**src/rtl/router_mem_arbiter.sv**
```systemverilog
// Round-robin burst arbiter sharing one single-port packet buffer.
// Holds the grant for a whole burst and walks the per-beat address.
module router_mem_arbiter #(
  parameter int NUM_PORTS     = 2,
  parameter int ADDR_WIDTH    = 10,
  parameter int LEN_WIDTH     = 5,
  parameter int NUMBER_PACKET = 19
) (
  input  logic                            clk,
  input  logic                            rst,
  input  logic [NUM_PORTS-1:0]            req,
  input  logic [NUM_PORTS-1:0]            req_we,
  input  logic [NUM_PORTS*ADDR_WIDTH-1:0] req_addr,
  input  logic [NUM_PORTS*LEN_WIDTH-1:0]  req_len,
  input  logic                            mem_ready,
  output logic [NUM_PORTS-1:0]            gnt,
  output logic                            read_gnt,
  output logic                            write_gnt,
  output logic                            mem_en,
  output logic                            mem_we,
  output logic [ADDR_WIDTH-1:0]           mem_addr,
  output logic [NUM_PORTS-1:0]            done
);

  localparam int PW = (NUM_PORTS > 1) ? $clog2(NUM_PORTS) : 1;

  typedef enum logic {IDLE, BURST} state_t;

  state_t                  state_q, state_d;
  logic [NUM_PORTS-1:0]    gnt_q, gnt_d;
  logic [NUM_PORTS-1:0]    done_q, done_d;
  logic [PW-1:0]           ptr_q, ptr_d;
  logic [PW-1:0]           win_q, win_d;
  logic [LEN_WIDTH-1:0]    cnt_q, cnt_d;
  logic [ADDR_WIDTH-1:0]   addr_q, addr_d;
  logic                    we_q, we_d;
  logic                    en_q, en_d;
  logic                    rd_q, rd_d;
  logic                    wr_q, wr_d;

  logic                    hit;
  logic [PW-1:0]           sel;
  logic [PW-1:0]           cand;
  logic [NUM_PORTS-1:0]    req_m;
  logic [LEN_WIDTH-1:0]    sel_len;

  function automatic logic [PW-1:0] wrap_add(
    input logic [PW-1:0] p,
    input int            k
  );
    int s;
    s = int'(p) + k;
    return PW'(s % NUM_PORTS);
  endfunction

  // A port is not eligible in the cycle its done pulse is high.
  assign req_m = req & ~done_q;

  always_comb begin
    hit  = 1'b0;
    sel  = '0;
    cand = '0;
    for (int i = 0; i < NUM_PORTS; i++) begin
      cand = wrap_add(ptr_q, i);
      if (!hit && req_m[cand]) begin
        hit = 1'b1;
        sel = cand;
      end
    end
  end

  assign sel_len = req_len[sel*LEN_WIDTH +: LEN_WIDTH];

  always_comb begin
    state_d = state_q;
    gnt_d   = gnt_q;
    done_d  = '0;
    ptr_d   = ptr_q;
    win_d   = win_q;
    cnt_d   = cnt_q;
    addr_d  = addr_q;
    we_d    = we_q;
    en_d    = en_q;
    rd_d    = rd_q;
    wr_d    = wr_q;
    unique case (state_q)
      IDLE: begin
        if (hit) begin
          state_d   = BURST;
          gnt_d     = '0;
          gnt_d[sel] = 1'b1;
          win_d     = sel;
          we_d      = req_we[sel];
          addr_d    = req_addr[sel*ADDR_WIDTH +: ADDR_WIDTH];
          cnt_d     = (sel_len == '0) ?
                      LEN_WIDTH'(NUMBER_PACKET) : sel_len;
          en_d      = 1'b1;
          rd_d      = ~req_we[sel];
          wr_d      = req_we[sel];
        end
      end
      BURST: begin
        if (!req[win_q]) begin
          state_d = IDLE;
          ptr_d   = wrap_add(win_q, 1);
        end else if (en_q && mem_ready) begin
          addr_d = addr_q + ADDR_WIDTH'(1);
          cnt_d  = cnt_q - LEN_WIDTH'(1);
          if (cnt_q == LEN_WIDTH'(1)) begin
            state_d       = IDLE;
            done_d[win_q] = 1'b1;
            ptr_d         = wrap_add(win_q, 1);
          end
        end
        if (state_d == IDLE) begin
          gnt_d  = '0;
          en_d   = 1'b0;
          rd_d   = 1'b0;
          wr_d   = 1'b0;
          we_d   = 1'b0;
          addr_d = '0;
          cnt_d  = '0;
        end
      end
      default: state_d = IDLE;
    endcase
  end

  always_ff @(posedge clk) begin
    if (rst) begin
      state_q <= IDLE;
      gnt_q   <= '0;
      done_q  <= '0;
      ptr_q   <= '0;
      win_q   <= '0;
      cnt_q   <= '0;
      addr_q  <= '0;
      we_q    <= 1'b0;
      en_q    <= 1'b0;
      rd_q    <= 1'b0;
      wr_q    <= 1'b0;
    end else begin
      state_q <= state_d;
      gnt_q   <= gnt_d;
      done_q  <= done_d;
      ptr_q   <= ptr_d;
      win_q   <= win_d;
      cnt_q   <= cnt_d;
      addr_q  <= addr_d;
      we_q    <= we_d;
      en_q    <= en_d;
      rd_q    <= rd_d;
      wr_q    <= wr_d;
    end
  end

  assign gnt       = gnt_q;
  assign done      = done_q;
  assign mem_en    = en_q;
  assign mem_we    = we_q;
  assign mem_addr  = addr_q;
  assign read_gnt  = rd_q;
  assign write_gnt = wr_q;

endmodule
```
**config.mk**
```make
export PLATFORM = sky130hd
export DESIGN_NAME = router_mem_arbiter
export DESIGN_NICKNAME = d
export VERILOG_FILES = /design/src/rtl/router_mem_arbiter.sv
export SDC_FILE = /design/constraint.sdc
export NUM_CORES = 1
export LEC_CHECK = 0
export CORE_ASPECT_RATIO = 0.75
export CORE_MARGIN = 10
export CORE_UTILIZATION = 43
export DETAILED_ROUTE_END_ITERATION = 8
export GPL_TIMING_DRIVEN = 1
export PLACE_DENSITY_LB_ADDON = 0.3
export SYNTH_ARGS = -nofsm -noshare
export SYNTH_HDL_FRONTEND = slang
export SYNTH_SLANG_ARGS = --single-unit
```
**constraint.sdc**
```tcl
create_clock -name clk -period 2 [get_ports clk]
set_input_delay 0.5 -clock clk [delete_from_list [all_inputs] [get_ports clk]]
set_output_delay 0.5 -clock clk [all_outputs]
set_load 0.005 [all_outputs]
```
## Word level (Yosys, flattened, before mapping)

Cells that the tools add are included.

| operators by class | value |
|---|---|
| $mul | 2 |
| multiplexer cells | 46 |
| equal/unequal tests | 7 |
| shift-type cells | 2 |
| bitwise operators | 7 |
| $add $sub $neg | 4 |
| magnitude comparators | 6 |
| reduce and logical (&&, ||, !) cells | 11 |

Operators by type and width:

| cell | number |
|---|---|
| 2-to-1 mux 10 bit | 4 |
| 2-to-1 mux 1 bit | 26 |
| 2-to-1 mux 5 bit | 5 |
| case mux 10 bit (2 select lines) | 1 |
| indexed part select 20 x 6 -> 10 bit | 1 |
| adder 10 x 1 -> 10 bit (second input constant) | 1 |
| case mux 5 bit (2 select lines) | 1 |
| indexed part select 10 x 5 -> 5 bit | 1 |
| less-than comparator 1 x 2 -> 1 bit (second input constant) | 4 |
| multiplier 1 x 3 -> 4 bit (second input constant) | 2 |
| case mux 1 bit (2 select lines) | 4 |
| inequality test 3 bit (second input constant) | 2 |
| AND reduction 3 bit | 2 |
| equality test 5 x 1 -> 1 bit (second input constant) | 1 |
| logical NOT 5 bit | 1 |
| inverter 1 bit | 5 |
| OR reduction 5 bit | 1 |
| subtractor 5 x 1 -> 5 bit (second input constant) | 1 |
| logical AND 1 bit | 4 |
| 2-to-1 mux 2 bit | 2 |
| inequality test 2 x 1 -> 1 bit (second input constant) | 2 |
| inequality test 2 bit (second input constant) | 2 |
| case mux 2 bit (2 select lines) | 1 |
| AND reduction 2 bit | 2 |
| other kinds (6) | 9 |

| storage, ports and cells | value |
|---|---|
| word-level logic and storage cells | 95 |
| output and inout bits | 18 |
| flip-flop bits (word level) | 25 |
| bits of input ports | 37 |

## Longest topological paths before layout

| depth | value |
|---|---|
| depth after elaboration | 14 |
| gate-level depth with buffers | 8 |
| gate-level depth less buffers | 7 |

## Worst setup path before layout

No wires, ideal clock.

| timing path | value |
|---|---|
| kind | in2reg |
| start point | in req[0] |
| end point | reg cnt_q[2] |
| data required time | 1.883 ns |
| setup slack | 0.103 ns |
| stages | 6 |
| data arrival time | 1.779 ns |
| library setup time | 0.117 ns |
| path buffers | 1 |
| cells stage by stage | nand2b_1 -> o21ai_2 -> buf_2 -> mux2i_1 -> o32ai_1 -> a32o_1 |

| on the way | value |
|---|---|
| longest elaborated chain between the ends | 13 |
| elaborated cells on any way between the ends | 26 |
| those cells by class | 1 x mul; 3 x eq/ne; 1 x shift; 16 x mux; 1 x bitwise; 4 x reduce/logical |

RTL lines:

| element | RTL line | source |
|---|---|---|
| start: declaration | 11 | `input logic [NUM_PORTS-1:0] req,` |
| AND 2 bit | 57 | `assign req_m = req & ~done_q;` |
| 2-to-1 mux 1 bit (implied by the code) (2 in a row) | 65 | `if (!hit && req_m[cand]) begin` |
| 2-to-1 mux 1 bit | 65 |  |
| logical NOT 1 bit | 65 |  |
| logical AND 1 bit | 65 |  |
| 2-to-1 mux 1 bit | 65 |  |
| multiplier 1 x 3 -> 4 bit | 72 | `assign sel_len = req_len[sel*LEN_WIDTH +: LEN_WIDTH];` |
| indexed part select 10 x 5 -> 5 bit | 72 |  |
| logical NOT 5 bit | 95 | `cnt_d = (sel_len == '0) ?` |
| 2-to-1 mux 5 bit | 95 |  |
| 2-to-1 mux 5 bit | 88 | `if (hit) begin` |
| case mux 5 bit (2 select lines) | 86 | `unique case (state_q)` |
| end signal: assignment | 148 | `cnt_q <= cnt_d;` |
| end: declaration | 34 | `logic [LEN_WIDTH-1:0] cnt_q, cnt_d;` |

Several ways; a longest one is shown, not always the timed one. The select of a mux whose other input is x is not followed.
A chain may end at the register's enable or synchronous reset.

## Worst setup path after layout

| timing path | value |
|---|---|
| start point | in mem_ready |
| end point | reg addr_q[5] (netlist: mem_addr[5]) |

| on the way | value |
|---|---|
| longest elaborated chain between the ends | 6 |
| elaborated cells on any way between the ends | 9 |
| those cells by class | 2 x eq/ne; 5 x mux; 2 x reduce/logical |

RTL lines:

| element | RTL line | source |
|---|---|---|
| start: declaration | 15 | `input logic mem_ready,` |
| logical AND 1 bit (*) | 106 | `end else if (en_q && mem_ready) begin` |
| 2-to-1 mux 1 bit | 106 |  |
| 2-to-1 mux 1 bit | 103 | `if (!req[win_q]) begin` |
| 2-to-1 mux 1 bit | 86 |  |
| inequality test 3 bit (no line) or 2-to-1 mux 10 bit (tied branches) | - |  |
| AND reduction 3 bit (no line) or case mux 10 bit (2 select lines) (tied branches) | - |  |
| end signal: assignment | 149 | `addr_q <= addr_d;` |
| end: declaration | 35 | `logic [ADDR_WIDTH-1:0] addr_q, addr_d;` |

Mark *: on every way between the ends. The rest lies on a longest branch, timed or not. The select of a mux whose other input is x is not followed.

==> summary.md <==
| Metric | Value |
|---|---|
| Status | `finished clean` |
| Chip width | `88.8 µm` |
| Hold Path Depth | `2` |
| Wire per inst | `16.7 µm` |
| Main combinational cell family by area after synthesis | `compound AO/OA/AOI/OAI gates` |
| Sequential area share after synthesis | `0.328` |
| PnR worst setup slack | `0.0493 ns` |
| Most common library cells after synthesis | `dfxtp_1 (25), mux2i_1 (14), nand2_1 (12), nor2_1 (12)` |
| Die Span Y | `71.6 µm` |
| Post-CTS Setup Inserts | `0` |
| R2R setup slack | `0.09 ns` |
| Via density | `5.80` |
| GRT overflow | `0` |
| Crit path capture type | `register` |
| Worst-path clk slew | `0.09 ns` |
| Crit path required time | `2.21 ns` |
| Core area | `3360 µm²` |
| Worst Hold Launch | `write_gnt` |
| Worst-Skew Late Latency | `0.27 ns` |
| Vias post-DR | `1712` |
| R2R Path End | `mem_addr[5]` |
| Final nets | `296` |
| 1st-iter DRT viols | `169` |
| IO Count | `55` |
| Area growth syn-to-layout | `56.1%` |
| Pre-antenna DRT Iters | `4` |
| Top cells by area, synth | `dfxtp_1 (33%), mux2i_1 (9.2%), a32o_1 (5.3%)` |
| Synth Area in Adders | `0.0246` |
| Worst-margin pin slew | `0.481 ns` |
| Pin count of the biggest net entering global routing | `22` |
| Final slew viol count | `0` |
| DRC Markers | `0` |
| RSZ-0062 raised after global routing | `no` |
| Initial Util | `0.455` |
| FMAX | `0.513 GHz` |
| Crit path time final | `1.95 ns` |
| Die area | `6350 µm²` |
| Worst VDD drop | `0.000455 V` |
| Clock Skew | `0.00182 ns` |
| Std cell rows | `18` |
| Vias in the first global route | `1647` |
| M1 GR Usage | `0.208` |
| Final GP Congestion | `0.850` |
| TritonCTS clock tree | `built` |
| Placed instance area | `2280 µm²` |
| CTS Buf Count | `3` |
| Worst hold path class | `register to register` |
| Synth warn | `0` |
| #FFs+latches synth | `25` |
| Power Density | `634 nW/µm²` |
| Final Cycle Share | `0.975` |
| Hold Path End | `write_gnt` |
| Final setup vio count | `0` |
| Initial antenna violation count | `0` |
| Asr flop ratio synth | `0` |
| Compound-Gate Fraction of Synth Area | `0.292` |
| Synth Area in XOR/XNOR | `0` |
| Slew margin rel. | `0.679` |
| Worst R2R Path Depth | `7` |
| CP Data Arrival Time | `2.17 ns` |
| Cell area after layout | `2380 µm²` |
| Synth top area share | `0.328` |
| Number of flops mapped to enable cells by yosys | `0` |
| CP max FO | `2` |
| Fraction of layout cells with a size suffix above 1 | `0.157` |
| Final Hold Viols | `0` |
| Hold WS | `0.487 ns` |
| Max Root-Sink Buffers | `2` |
| Synth Cell Area | `1530 µm²` |
| Kind of critical path | `input port to register` |
| Most frequent cell after synthesis | `dfxtp_1` |
| Syn nets | `221` |
| Syn avg cell area | `8.43 µm²` |
| Synthesized instance count | `181` |
| H-tree levels | `1` |
| Post-synth cell types | `43` |
| Antenna cells | `0` |
| Max_cap viols | `0` |
| Post-synthesis simple-gate area fraction | `0.198` |
| Launching point of the worst reg2reg path | `cnt_q[1]` |
| Synth area leader | `dfxtp_1` |
| P_leak | `0.986 nW` |
| First-pass GRT wire length | `8120 µm` |
| Sink Count | `25` |
| Critical Path Source Type | `input port` |
| Top_reg_cell synth | `dfxtp_1` |
| Root buf cell | `clkbuf_8` |
| GRT Total Usage | `0.155` |
| M2 GR Usage | `0.245` |
| Detail Placement HPWL | `3870 µm` |
| GR peak layer | `met2` |
| Port bufs | `54` |
| Place WS | `-0.310 ns` |
| Antenna-violating nets left | `0` |
| Fin util | `0.710` |
| Mux cell area share after synthesis | `0.107` |
| Met3 track utilization from global routing | `0.0452` |
| Drt total wl | `4910 µm` |
flip-flops by register name, summed over array words and instances (netlist names):
signal / flops
cnt_q: 5
ptr_q: 1
gnt: 2
done: 2
write_gnt: 1
mem_en: 1
mem_addr: 10
state_q: 1
win_q: 1
read_gnt: 1
report_power, final:
group	switching, mW	internal (mW)
sequential	0.0707	0.556
combinational	0.252	0.333
clock	0.158	0.139
routing by layer:
metal	vias to the layer above	share of wire	wire [µm]
met5	-	0	0
met4	0	0.0067	33
met3	5	0.067	327
met2	57	0.46	2270
met1	803	0.47	2290
li1	847	-	-
per-stage QoR:
step	TNS, ns	cells	total power [mW]
2_1_floorplan	0	181	0.895
3_3_place_gp	-4.24	291	1.19
3_5_place_dp	-4.54	291	1.20
4_1_cts	0	295	1.50
5_1_grt	0	295	1.61
6_report	0	295	1.51
cells by family (layout without fill, tap and decap cells):
logic type,Yosys count,count (layout)
AOI/OAI and AO/OA,59,59
adders and majority gates,3,3
buffers and inverters,19,93
DFF,25,25
muxes,16,16
and+or+nand+nor,59,59
layout by cell type, fill, tap and decap left out, types with 2 or more instances in the layout:
master           instances
a21oi_1                 10
a221oi_1                 2
a31oi_1                  2
a32o_1                   8
and2_1                   2
and3_1                   2
buf_4                   23
clkbuf_8                 3
clkdlybuf4s50_1         52
dfxtp_1                 25
dlymetal6s2s_1           2
ha_1                     3
inv_1                    9
mux2_2                   2
mux2i_1                 14
nand2_1                 12
nand2b_1                 4
nand3_1                  8
nand4_1                  2
nor2_1                  12
nor3_1                   5
nor4_1                   2
nor4b_1                  2
o21a_1                   2
o21ai_0                 10
o22a_1                   4
o22ai_1                  3
o32ai_1                  5
or4_1                    2
critical path, cell delays in order:
cell             delay [ns]
clkdlybuf4s50_1        0.44
and3_4                 0.19
a211o_1                0.26
or4_1                  0.50
a31oi_1                0.14
o21a_1                 0.14
repair_timing:
action,4_1_cts,5_1_grt
setup endpoints to repair,10,15
hold endpoints to repair,0,0
gates cloned,0,0
hold buffers,0,0
pin swaps,0,3
resized for setup,3,11
cell type report:
class	count	area, µm²
flip-flops and latches	25	500
fillers	251	975
repair buffers	79	749
inverters	10	37.5
clock inverters	1	5.00
well taps	40	50.0
clock buffers	3	41.3
multi-input cells	137	997
worst max path at each step:
stage | to | from | slack [ns] | cells past startpoint
floorplan | cnt_q[2] | req[0] | 0.10 | 6
detailed placement | cnt_q[0] | req[1] | -0.31 | 6
CTS | mem_addr[6] | req[1] | 0.008 | 8
global route | mem_addr[6] | mem_ready | 0.01 | 9
global placement | cnt_q[0] | req[1] | -0.31 | 6
finish | mem_addr[5] | mem_ready | 0.05 | 6
No activity file was read; power rests on OpenSTA's default activity.
